`src/rtl/instr_encoder_if.sv`:
```
// Field-bundle handshake plus CPU memory write port of the RV32I instruction encoder.
// The master modport is the encoder side; slave is the producer/memory side.
interface instr_encoder_if;
  logic        in_valid;
  logic        in_ready;
  logic [6:0]  opcode;
  logic [2:0]  funct3;
  logic [6:0]  funct7;
  logic [4:0]  rs1;
  logic [4:0]  rs2;
  logic [4:0]  rd;
  logic [31:0] imm;
  logic        mem_write;
  logic [31:0] mem_address;
  logic [31:0] mem_wdata;
  logic [3:0]  mem_byte_enable;
  logic        mem_resp;

  modport master (
    input  in_valid, opcode, funct3, funct7, rs1, rs2, rd, imm, mem_resp,
    output in_ready, mem_write, mem_address, mem_wdata, mem_byte_enable
  );

  modport slave (
    output in_valid, opcode, funct3, funct7, rs1, rs2, rd, imm, mem_resp,
    input  in_ready, mem_write, mem_address, mem_wdata, mem_byte_enable
  );
endinterface

```
`src/rtl/instr_encoder.sv`:
```
// Packs decoded RV32I fields into instruction words and writes them to sequential
// memory addresses; immediates that do not fit their format raise a sticky error.
module instr_encoder #(
  parameter logic [31:0] BASE_ADDR = 32'h0000_0060
) (
  input  logic           clk,
  input  logic           rst,
  input  logic           start,
  input  logic [31:0]    start_addr,
  instr_encoder_if.master bus,
  output logic [15:0]    count,
  output logic           err
);
  localparam logic [6:0] OP_LUI   = 7'b0110111;
  localparam logic [6:0] OP_AUIPC = 7'b0010111;
  localparam logic [6:0] OP_JAL   = 7'b1101111;
  localparam logic [6:0] OP_JALR  = 7'b1100111;
  localparam logic [6:0] OP_LOAD  = 7'b0000011;
  localparam logic [6:0] OP_CSR   = 7'b1110011;
  localparam logic [6:0] OP_IMM   = 7'b0010011;
  localparam logic [6:0] OP_STORE = 7'b0100011;
  localparam logic [6:0] OP_BR    = 7'b1100011;
  localparam logic [6:0] OP_REG   = 7'b0110011;

  typedef enum logic [0:0] {IDLE = 1'b0, WRITE = 1'b1} state_t;

  // Returns {error, word}; the word is don't-care when error is set.
  function automatic logic [32:0] encode_fn(
    input logic [6:0]  op,
    input logic [2:0]  f3,
    input logic [6:0]  f7,
    input logic [4:0]  r1,
    input logic [4:0]  r2,
    input logic [4:0]  rdst,
    input logic [31:0] im
  );
    logic        e;
    logic [31:0] w;
    e = 1'b0;
    w = 32'd0;
    case (op)
      OP_LUI, OP_AUIPC: begin
        w = {im[31:12], rdst, op};
        e = (im[11:0] != 12'd0);
      end
      OP_JAL: begin
        w = {im[20], im[10:1], im[11], im[19:12], rdst, op};
        e = im[0] | (im[31:20] != {12{im[20]}});
      end
      OP_IMM: begin
        if ((f3 == 3'b001) || (f3 == 3'b101)) begin
          w = {f7, im[4:0], r1, f3, rdst, op};
          e = (im[31:5] != 27'd0);
        end else begin
          w = {im[11:0], r1, f3, rdst, op};
          e = (im[31:11] != {21{im[11]}});
        end
      end
      OP_JALR, OP_LOAD, OP_CSR: begin
        w = {im[11:0], r1, f3, rdst, op};
        e = (im[31:11] != {21{im[11]}});
      end
      OP_STORE: begin
        w = {im[11:5], r2, r1, f3, im[4:0], op};
        e = (im[31:11] != {21{im[11]}});
      end
      OP_BR: begin
        w = {im[12], im[10:5], r2, r1, f3, im[4:1], im[11], op};
        e = im[0] | (im[31:12] != {20{im[12]}});
      end
      OP_REG: begin
        w = {f7, r2, r1, f3, rdst, op};
        e = 1'b0;
      end
      default: begin
        w = 32'd0;
        e = 1'b1;
      end
    endcase
    return {e, w};
  endfunction

  state_t      state_r, state_s;
  logic        mem_write_r;
  logic [31:0] mem_address_r;
  logic [31:0] mem_wdata_r;
  logic [15:0] count_r;
  logic        err_r;
  logic        in_ready_s;
  logic        hs_s;
  logic        enc_err_s;
  logic [31:0] enc_word_s;

  assign {enc_err_s, enc_word_s} = encode_fn(bus.opcode, bus.funct3, bus.funct7,
                                             bus.rs1, bus.rs2, bus.rd, bus.imm);
  assign in_ready_s = (state_r == IDLE) & ~start;
  assign hs_s       = bus.in_valid & in_ready_s;

  assign bus.in_ready        = in_ready_s;
  assign bus.mem_write       = mem_write_r;
  assign bus.mem_address     = mem_address_r;
  assign bus.mem_wdata       = mem_wdata_r;
  assign bus.mem_byte_enable = 4'hF;
  assign count               = count_r;
  assign err                 = err_r;

  // FSM state register.
  always_ff @(posedge clk) begin
    if (rst) begin
      state_r <= IDLE;
    end else begin
      state_r <= state_s;
    end
  end

  // Next-state logic: only a clean encode starts a write; errors stay in IDLE.
  always_comb begin
    state_s = state_r;
    case (state_r)
      IDLE: begin
        if (hs_s && !enc_err_s) begin
          state_s = WRITE;
        end else begin
          state_s = IDLE;
        end
      end
      WRITE: begin
        if (bus.mem_resp) begin
          state_s = IDLE;
        end else begin
          state_s = WRITE;
        end
      end
      default: state_s = IDLE;
    endcase
  end

  // Output word, address counter, write count and sticky error.
  always_ff @(posedge clk) begin
    if (rst) begin
      mem_write_r   <= 1'b0;
      mem_address_r <= BASE_ADDR;
      mem_wdata_r   <= 32'd0;
      count_r       <= 16'd0;
      err_r         <= 1'b0;
    end else begin
      case (state_r)
        IDLE: begin
          if (start) begin
            mem_address_r <= {start_addr[31:2], 2'b00};
            count_r       <= 16'd0;
            err_r         <= 1'b0;
          end else if (hs_s) begin
            if (enc_err_s) begin
              err_r <= 1'b1;
            end else begin
              mem_wdata_r <= enc_word_s;
              mem_write_r <= 1'b1;
            end
          end
        end
        WRITE: begin
          if (bus.mem_resp) begin
            mem_write_r   <= 1'b0;
            mem_address_r <= mem_address_r + 32'd4;
            if (count_r != 16'hFFFF) begin
              count_r <= count_r + 16'd1;
            end
          end
        end
        default: mem_write_r <= 1'b0;
      endcase
    end
  end
endmodule

```
`src/flat_wrapper.sv`:
```
// flat-port wrapper written by rule: the top's interface ports become plain ports
module instr_encoder_flat 
#(
  parameter logic [31:0] BASE_ADDR = 32'h0000_0060
)
  (clk, rst, start, start_addr, count, err, bus_in_valid, bus_opcode, bus_funct3, bus_funct7, bus_rs1, bus_rs2, bus_rd, bus_imm, bus_mem_resp, bus_in_ready, bus_mem_write, bus_mem_address, bus_mem_wdata, bus_mem_byte_enable);
  instr_encoder_if bus_i ();
  input  logic clk;
  input  logic rst;
  input  logic start;
  input  logic [31:0] start_addr;
  output logic [15:0] count;
  output logic err;
  input wire logic [$bits(bus_i.in_valid)-1:0] bus_in_valid;
  input wire logic [$bits(bus_i.opcode)-1:0] bus_opcode;
  input wire logic [$bits(bus_i.funct3)-1:0] bus_funct3;
  input wire logic [$bits(bus_i.funct7)-1:0] bus_funct7;
  input wire logic [$bits(bus_i.rs1)-1:0] bus_rs1;
  input wire logic [$bits(bus_i.rs2)-1:0] bus_rs2;
  input wire logic [$bits(bus_i.rd)-1:0] bus_rd;
  input wire logic [$bits(bus_i.imm)-1:0] bus_imm;
  input wire logic [$bits(bus_i.mem_resp)-1:0] bus_mem_resp;
  output wire logic [$bits(bus_i.in_ready)-1:0] bus_in_ready;
  output wire logic [$bits(bus_i.mem_write)-1:0] bus_mem_write;
  output wire logic [$bits(bus_i.mem_address)-1:0] bus_mem_address;
  output wire logic [$bits(bus_i.mem_wdata)-1:0] bus_mem_wdata;
  output wire logic [$bits(bus_i.mem_byte_enable)-1:0] bus_mem_byte_enable;
  assign bus_i.in_valid = bus_in_valid;
  assign bus_i.opcode = bus_opcode;
  assign bus_i.funct3 = bus_funct3;
  assign bus_i.funct7 = bus_funct7;
  assign bus_i.rs1 = bus_rs1;
  assign bus_i.rs2 = bus_rs2;
  assign bus_i.rd = bus_rd;
  assign bus_i.imm = bus_imm;
  assign bus_i.mem_resp = bus_mem_resp;
  assign bus_in_ready = bus_i.in_ready;
  assign bus_mem_write = bus_i.mem_write;
  assign bus_mem_address = bus_i.mem_address;
  assign bus_mem_wdata = bus_i.mem_wdata;
  assign bus_mem_byte_enable = bus_i.mem_byte_enable;
  instr_encoder #(.BASE_ADDR(BASE_ADDR)) u_core (.clk(clk), .rst(rst), .start(start), .start_addr(start_addr), .bus(bus_i), .count(count), .err(err));
endmodule
```
`config.mk`:
```
export PLATFORM = sky130hd
export DESIGN_NAME = instr_encoder_flat
export DESIGN_NICKNAME = d
export VERILOG_FILES = /design/src/rtl/instr_encoder_if.sv /design/src/rtl/instr_encoder.sv /design/src/flat_wrapper.sv
export SDC_FILE = /design/constraint.sdc
export NUM_CORES = 1
export LEC_CHECK = 0
export CAP_MARGIN = 15
export CELL_PAD_IN_SITES_DETAIL_PLACEMENT = 1
export CELL_PAD_IN_SITES_GLOBAL_PLACEMENT = 1
export CORE_MARGIN = 5
export CORE_UTILIZATION = 34
export DETAILED_ROUTE_END_ITERATION = 12
export GPL_ROUTABILITY_DRIVEN = 0
export PLACE_DENSITY = 0.85
export SLEW_MARGIN = 30
export SYNTH_ARGS = -nofsm -noshare
export SYNTH_HDL_FRONTEND = slang
export SYNTH_SLANG_ARGS = --single-unit
```
`constraint.sdc`:
```
create_clock -name clk -period 4.3 [get_ports clk]
set_clock_uncertainty 0.05 [all_clocks]
set_input_delay 0.86 -clock clk [delete_from_list [all_inputs] [get_ports clk]]
set_output_delay 0.86 -clock clk [all_outputs]
set_load 0.01 [all_outputs]
```
==> metrics.txt, run 1 <==
Gate power share 17.6%; ys flop type dfxtp_1; worst r2r src u_core.state_r; crit path kind primary input to flip-flop; pre-CTS WS 0.410 ns; VDD IR max 0.187 mV; Post-route DRC 0; Skew-Pair Late Insertion Delay 0.34 ns; n_diodes 0; Fmax achieved 279 MHz; clock sink count 81; Post-Route WL 19.0 mm; Post-CTS Resized 0; Yosys warning count 0; Internal Power 1.43 mW; clock slew at reported path FFs 0.06 ns; number of synthesized flops with an enable pin 0; die area 16500 sq um; global-route wire length before repair 30.1 mm; fin crit period 3.58 ns; share of total power in the clock network 40.6%; layout cells sized above 1 9.42%; GRT Util Overall 22.6%; Switch Pwr 0.499 mW; total number of vias 5400; Async S/R FF share, synth 0%; vias in the first global route 5593; Post-Syn Area 4780 sq um; TritonCTS clock tree built; Hold Path Origin u_core.bus.mem_wdata[0]; cell taking the most area after synthesis dfxtp_1; Ports 188; Fin Hold WS 0.412 ns; Crit Reg-Reg Endpoint u_core.count[14]; # Max-Cap Violations 0; Register-to-Register Path Depth 8; Post-synth top cells dfxtp_1 (81), nor2_1 (64), a21oi_1 (36), nand2_1 (36), a31oi_1 (31); Synth top area share 33.9%; Final Slew Violations 0; Die H 129 um; Core Box Area 13800 sq um; WHS Path Cells 2; area delta synth->final 46.2%; clock buffer depth 2; DRT iter0 DRCs 367; Hold Path End u_core.bus.mem_wdata[0]; Num CTS Buffers 9; top cells by area, synth dfxtp_1 (34%), nor2_1 (5.0%), a211oi_2 (5.0%); gr ovfl total 0; RSZ-0062 raised after global routing no; crit path DAT 3.76 ns; most common cell in the netlist dfxtp_1; sequential share of the synthesized area 33.9%; Post-Route Setup TNS 0 ns; Die Span X 129 um; Switching Share 25.9%; Final period util 83.2%; sequential share of power 41.8%; NumNets Final 854; initial antenna violation count 0; dpl hpwl 14.5 mm; mean post-synth cell area 8.26 sq um; Final Hold Vio Count 0; DRT Pass-1 Iters 5; IO Port Bufs 179; status completed; Rel. slew slack 38.3%; Tightest Pin Transition 0.925 ns; largest net degree at the start of global routing 37; Vias/cell 5.78; htree depth 3; Post-DRT Antenna Nets 0; Row Count 43; CTS root buffer clkbuf_16; final worst slack 0.722 ns; crit start category primary input; Critical Path RT 4.48 ns; Setup Fix Bufs, Post-CTS 0; hold_buf cts 0; pwr/cell area 276 nW/um^2; leakage power figure 2.28 nW; endpoints failing setup 0; Worst Hold Class flip-flop to flip-flop; Initial Util 34.6%; Setup crit end kind flip-flop; R2R setup slack 1.84 ns; FF+latch count, synth 81; Mapped Cells 579; CP Max Fanout 15; wire per inst 20.4 um; Cell variety after synth 72
[layout make-up]
type | count | area (sq um)
Fill cell | 1645 | 6840
Multi-Input combinational cell | 446 | 2860
Timing Repair Buffer | 200 | 1940
Sequential cell | 81 | 1620
Clock buffer | 12 | 256
Tap cell | 180 | 225
Inverter | 12 | 45.0
Clock inverter | 3 | 40.0
[flip-flops by register name, summed over array words and instances (netlist names)]
name                    count
u_core.bus.mem_address     30
u_core.bus.mem_wdata       32
u_core.bus.mem_write        1
u_core.count               16
u_core.err                  1
u_core.state_r              1
[metrics by stage]
stage	power, mW	instance area, sq um	instances	utilization [%]
after floorplan	0.961	4800	583	-
after global placement	1.14	6700	919	48.4
after detailed placement	1.16	6700	919	48.4
after CTS	1.95	6990	934	50.6
after global routing	2.01	6990	934	50.6
final	1.93	6990	934	50.6
[cell usage in the layout (no fill, tap or decap), types with 3 or more instances in the layout]
| master | synthesis | final |
|---|---|---|
| nand4_1 | 15 | 15 |
| a2111oi_0 | 3 | 3 |
| a211oi_2 | 19 | 19 |
| o22ai_1 | 7 | 7 |
| clkdlybuf4s50_1 | 0 | 178 |
| ha_1 | 3 | 3 |
| and3_1 | 8 | 8 |
| and4_1 | 3 | 3 |
| nor4_1 | 15 | 15 |
| a221oi_1 | 3 | 3 |
| nor2_1 | 64 | 64 |
| a222oi_1 | 11 | 11 |
| clkbuf_16 | 0 | 9 |
| xor2_1 | 12 | 12 |
| o21ai_0 | 15 | 15 |
| a32oi_1 | 5 | 5 |
| nand2b_1 | 11 | 11 |
| a21oi_1 | 36 | 36 |
| nor3_1 | 14 | 14 |
| and2_1 | 4 | 4 |
| nand3_1 | 30 | 30 |
| o21bai_1 | 3 | 3 |
| o21ai_1 | 7 | 7 |
| nand2_1 | 36 | 36 |
| buf_4 | 8 | 21 |
| conb_1 | 2 | 6 |
| inv_1 | 12 | 12 |
| or3_1 | 3 | 3 |
| mux2i_1 | 6 | 6 |
| nand3b_1 | 5 | 5 |
| dfxtp_1 | 81 | 81 |
| nor2b_1 | 4 | 4 |
| a211oi_1 | 19 | 19 |
| a22oi_1 | 10 | 10 |
| a31oi_1 | 31 | 31 |
[kinds of logic after synthesis]
logic type,count (synthesis),synth area share [%]
simple gates,227,24.6
fa+ha+maj,3,0.785
compound gates,188,29.5
xor+xnor,14,2.56
buf+inv,56,6.73
other cells,2,0.157
flops,81,33.9
mux,8,1.73
[how the worst max path moves through the flow]
stage / to / slack, ns / startpoint
4_1_cts: u_core.bus.mem_wdata[25] / 0.74 / bus_imm[17]
5_1_grt: u_core.bus.mem_wdata[25] / 0.50 / bus_imm[17]
2_1_floorplan: u_core.bus.mem_wdata[4] / 1.49 / bus_opcode[6]
3_3_place_gp: u_core.bus.mem_wdata[25] / 0.59 / bus_imm[17]
3_5_place_dp: u_core.bus.mem_wdata[25] / 0.41 / bus_imm[17]
6_report: u_core.bus.mem_wdata[25] / 0.72 / bus_imm[17]
[power by group through the flow]
stage	registers [mW]	clock network, mW	logic [mW]
after global routing	0.811	0.840	0.362
after detailed placement	0.822	0	0.335
final	0.807	0.783	0.339
after CTS	0.806	0.806	0.338
after floorplan	0.827	0	0.134
after global placement	0.820	0	0.324
[critical path, cell delays in order]
cell	delay, ns
clkdlybuf4s50_1	0.45
nor4_1	0.60
nand2_1	0.12
o31ai_1	0.39
o211a_1	0.61
buf_4	0.32
a31oi_1	0.11
a211oi_1	0.29
[metal layers]
metal	share of wire [%]	GRT usage, %
met5	0	0
met4	2.0	7.10
met3	4.5	4.65
met2	51	38.9
met1	43	28.5
(Power assumes the default switching activity.)
==> run 2, diff against run 1 <==
--- a/config.mk
+++ b/config.mk
@@ -9,10 +9,10 @@
 export CELL_PAD_IN_SITES_DETAIL_PLACEMENT = 1
 export CELL_PAD_IN_SITES_GLOBAL_PLACEMENT = 1
 export CORE_MARGIN = 5
-export CORE_UTILIZATION = 34
+export CORE_UTILIZATION = 32
 export DETAILED_ROUTE_END_ITERATION = 12
 export GPL_ROUTABILITY_DRIVEN = 0
-export PLACE_DENSITY = 0.85
+export PLACE_DENSITY = 0.8
 export SLEW_MARGIN = 30
 export SYNTH_ARGS = -nofsm -noshare
 export SYNTH_HDL_FRONTEND = slang
==> constraint.sdc (replaced) <==
create_clock -name clk -period 3.3 [get_ports clk]
set_clock_uncertainty 0.05 [all_clocks]
set_input_delay 0.66 -clock clk [delete_from_list [all_inputs] [get_ports clk]]
set_output_delay 0.66 -clock clk [all_outputs]
set_load 0.01 [all_outputs]
==> run 2 against run 1 <==
Sequential cell count unchanged. Register-to-register slack got worse by 1.1 ns. Combinational power up 33%. Global-route usage is 1.0 points lower. Largest power group unchanged.
==> metrics.txt, run 2 (synthesized netlist as in run 1, its figures left out) <==
status completed (unchanged); DRT iter0 DRCs 263 (was 367); initial antenna violation count 0 (unchanged); global-route wire length before repair 31.2 mm (was 30.1 mm); Vias/cell 5.69 (was 5.78); fin crit period 2.91 ns; Core Box Area 14600 sq um (was 13800 sq um); Final Slew Violations 0 (unchanged); Final period util 88.2%; pwr/cell area 348 nW/um^2 (was 276 nW/um^2); endpoints failing setup 0 (unchanged); area delta synth->final 49.3% (was 46.2%); NumNets Final 869 (was 854); Setup Fix Bufs, Post-CTS 0 (unchanged); Final Hold Vio Count 0 (unchanged); vias in the first global route 5821 (was 5593); commonest non-fill, non-tap cell in the layout clkdlybuf4s50_1 (unchanged); Post-route DRC 0 (unchanged); Die H 132 um (was 129 um); CP Max Fanout 26 (was 15); Fmax achieved 343 MHz; hold_buf cts 0 (unchanged); Fin Hold WS 0.399 ns (was 0.412 ns); Most Frequent Cell on Critical Path buf_4; clock sink count 81 (unchanged); CTS root buffer clkbuf_16 (unchanged); CP max stage delay 0.55 ns (was 0.61 ns); Tightest Pin Transition 0.838 ns (was 0.925 ns); largest net degree at the start of global routing 55 (was 37); crit path DAT 3.10 ns (was 3.76 ns); gr ovfl total 0 (unchanged); RSZ-0062 raised after global routing no (unchanged); Rel. slew slack 43.4% (was 38.3%); number of flip-flops in the largest register 32 (unchanged); Post-Route Setup TNS 0 ns (unchanged); Post-DRT Antenna Nets 0 (unchanged); commonest non-fill, non-tap cells in the layout clkdlybuf4s50_1 (178), dfxtp_1 (81), nor2_1 (64), nand2_1 (36), a21oi_1 (36) (unchanged); total number of vias 5428 (was 5400); cells along the critical path clkdlybuf4s50_1, nand3b_1, buf_4, nor3_1, nor2_1, a221oi_1, buf_4, nor3_4, buf_12, a211oi_1 (was clkdlybuf4s50_1, nor4_1, nand2_1, o31ai_1, o211a_1, buf_4, a31oi_1, a211oi_1); post-route insts no fill 954 (was 934); Hold Path Origin u_core.err (was u_core.bus.mem_wdata[0]); slowest CP cell clkdlybuf4s50_1 (was o211a_1); # Max-Cap Violations 0 (unchanged); Worst Hold Class flip-flop to flip-flop (unchanged); R2R setup slack 0.78 ns (was 1.84 ns); dpl hpwl 15.0 mm (was 14.5 mm); Num CTS Buffers 9 (unchanged); clock slew at reported path FFs 0.06 ns (about the same); TritonCTS clock tree built (unchanged); layout cells sized above 1 11.3% (was 9.42%); die area 17500 sq um (was 16500 sq um); Initial Util 32.8% (was 34.6%); DRT Pass-1 Iters 7 (was 5); Row Count 44 (was 43); GRT Util Overall 21.6% (was 22.6%); Ports 188 (unchanged); leakage power figure 2.37 nW (was 2.28 nW); Critical Path RT 3.49 ns (was 4.48 ns); clock buffer depth 2 (unchanged); htree depth 3 (unchanged); Worst Setup SP bus_opcode[1] (was bus_imm[17]); Crit Reg-Reg Endpoint u_core.count[10] (was u_core.count[14]); Post-CTS Resized 0 (unchanged); crit path kind primary input to flip-flop (unchanged); CP endpoint u_core.bus.mem_wdata[26] (was u_core.bus.mem_wdata[25]); crit start category primary input (unchanged); VDD IR max 0.263 mV (was 0.187 mV); Post-Route WL 19.5 mm (was 19.0 mm); Skew-Pair Late Insertion Delay 0.34 ns (about the same); IO Port Bufs 179 (unchanged); worst r2r src u_core.state_r (unchanged); Placed Cells 938 (was 919); Die Span X 132 um (was 129 um); Setup crit end kind flip-flop (unchanged); Register-to-Register Path Depth 6 (was 8); n_diodes 0 (unchanged); wire per inst 20.5 um (was 20.4 um)
[run 2: cell count changes in the layout (fill, tap and decap cells not counted), sizes merged]
| cell | previous run | this run |
|---|---|---|
| clkbuf | 12 | 10 |
| clkinv | 2 | 5 |
| buf | 22 | 37 |
[run 2: area by class of cell]
cell class                      count  area, sq um
Clock buffer                       10          229
Timing Repair Buffer              215         2090
Sequential cell                    81         1620
Fill cell                        1724         7450
Multi-Input combinational cell    446         2860
Inverter                           12         45.0
Clock inverter                      6         58.8
Tap cell                          184          230
[run 2: worst min-delay path by stage]
stage / endpoint / slack (ns) / depth (start not counted)
2_1_floorplan: u_core.bus.mem_wdata[0] / 0.42 / 2
3_5_place_dp: u_core.err / 0.39 / 2
5_1_grt: u_core.err / 0.43 / 2
4_1_cts: u_core.err / 0.40 / 2
3_3_place_gp: u_core.bus.mem_wdata[0] / 0.38 / 2
6_report: u_core.err / 0.40 / 2
[run 2: stage by stage]
stage | worst slack (ns) | utilization, % | total power [mW] | cell area (sq um)
floorplan | 0.687 | - | 1.25 | 4800
global placement | 0.147 | 47.0 | 1.50 | 6850
detailed placement | 0.0870 | 47.0 | 1.52 | 6850
CTS | 0.440 | 48.9 | 2.52 | 7140
global route | 0.351 | 48.9 | 2.60 | 7140
finish | 0.388 | 48.9 | 2.49 | 7140
[run 2: routing by layer]
layer	part of all wire, %	track usage, %	vias to the layer above	wire length, um
li1	-	-	2571	-
met1	43	26.6	2683	8330
met2	51	38.3	143	9920
met3	4.1	3.89	31	792
met4	2.5	6.45	0	480
met5	0	0	-	0
[run 2: critical path, delay by kind of cell]
family | cells | cell delay [ns]
AO/OA/AOI/OAI | 2 | 0.62
buffers and inverters | 4 | 1.12
AND/OR/NAND/NOR | 4 | 0.68
[run 2: report_power, final]
part	switching [mW]	internal, mW	total, mW	leakage, nW
Combinational	0.211	0.239	0.450	1.56
Clock	0.404	0.582	0.986	0.146
Sequential	0.0400	1.01	1.05	0.661
Total	0.655	1.83	2.49	2.37
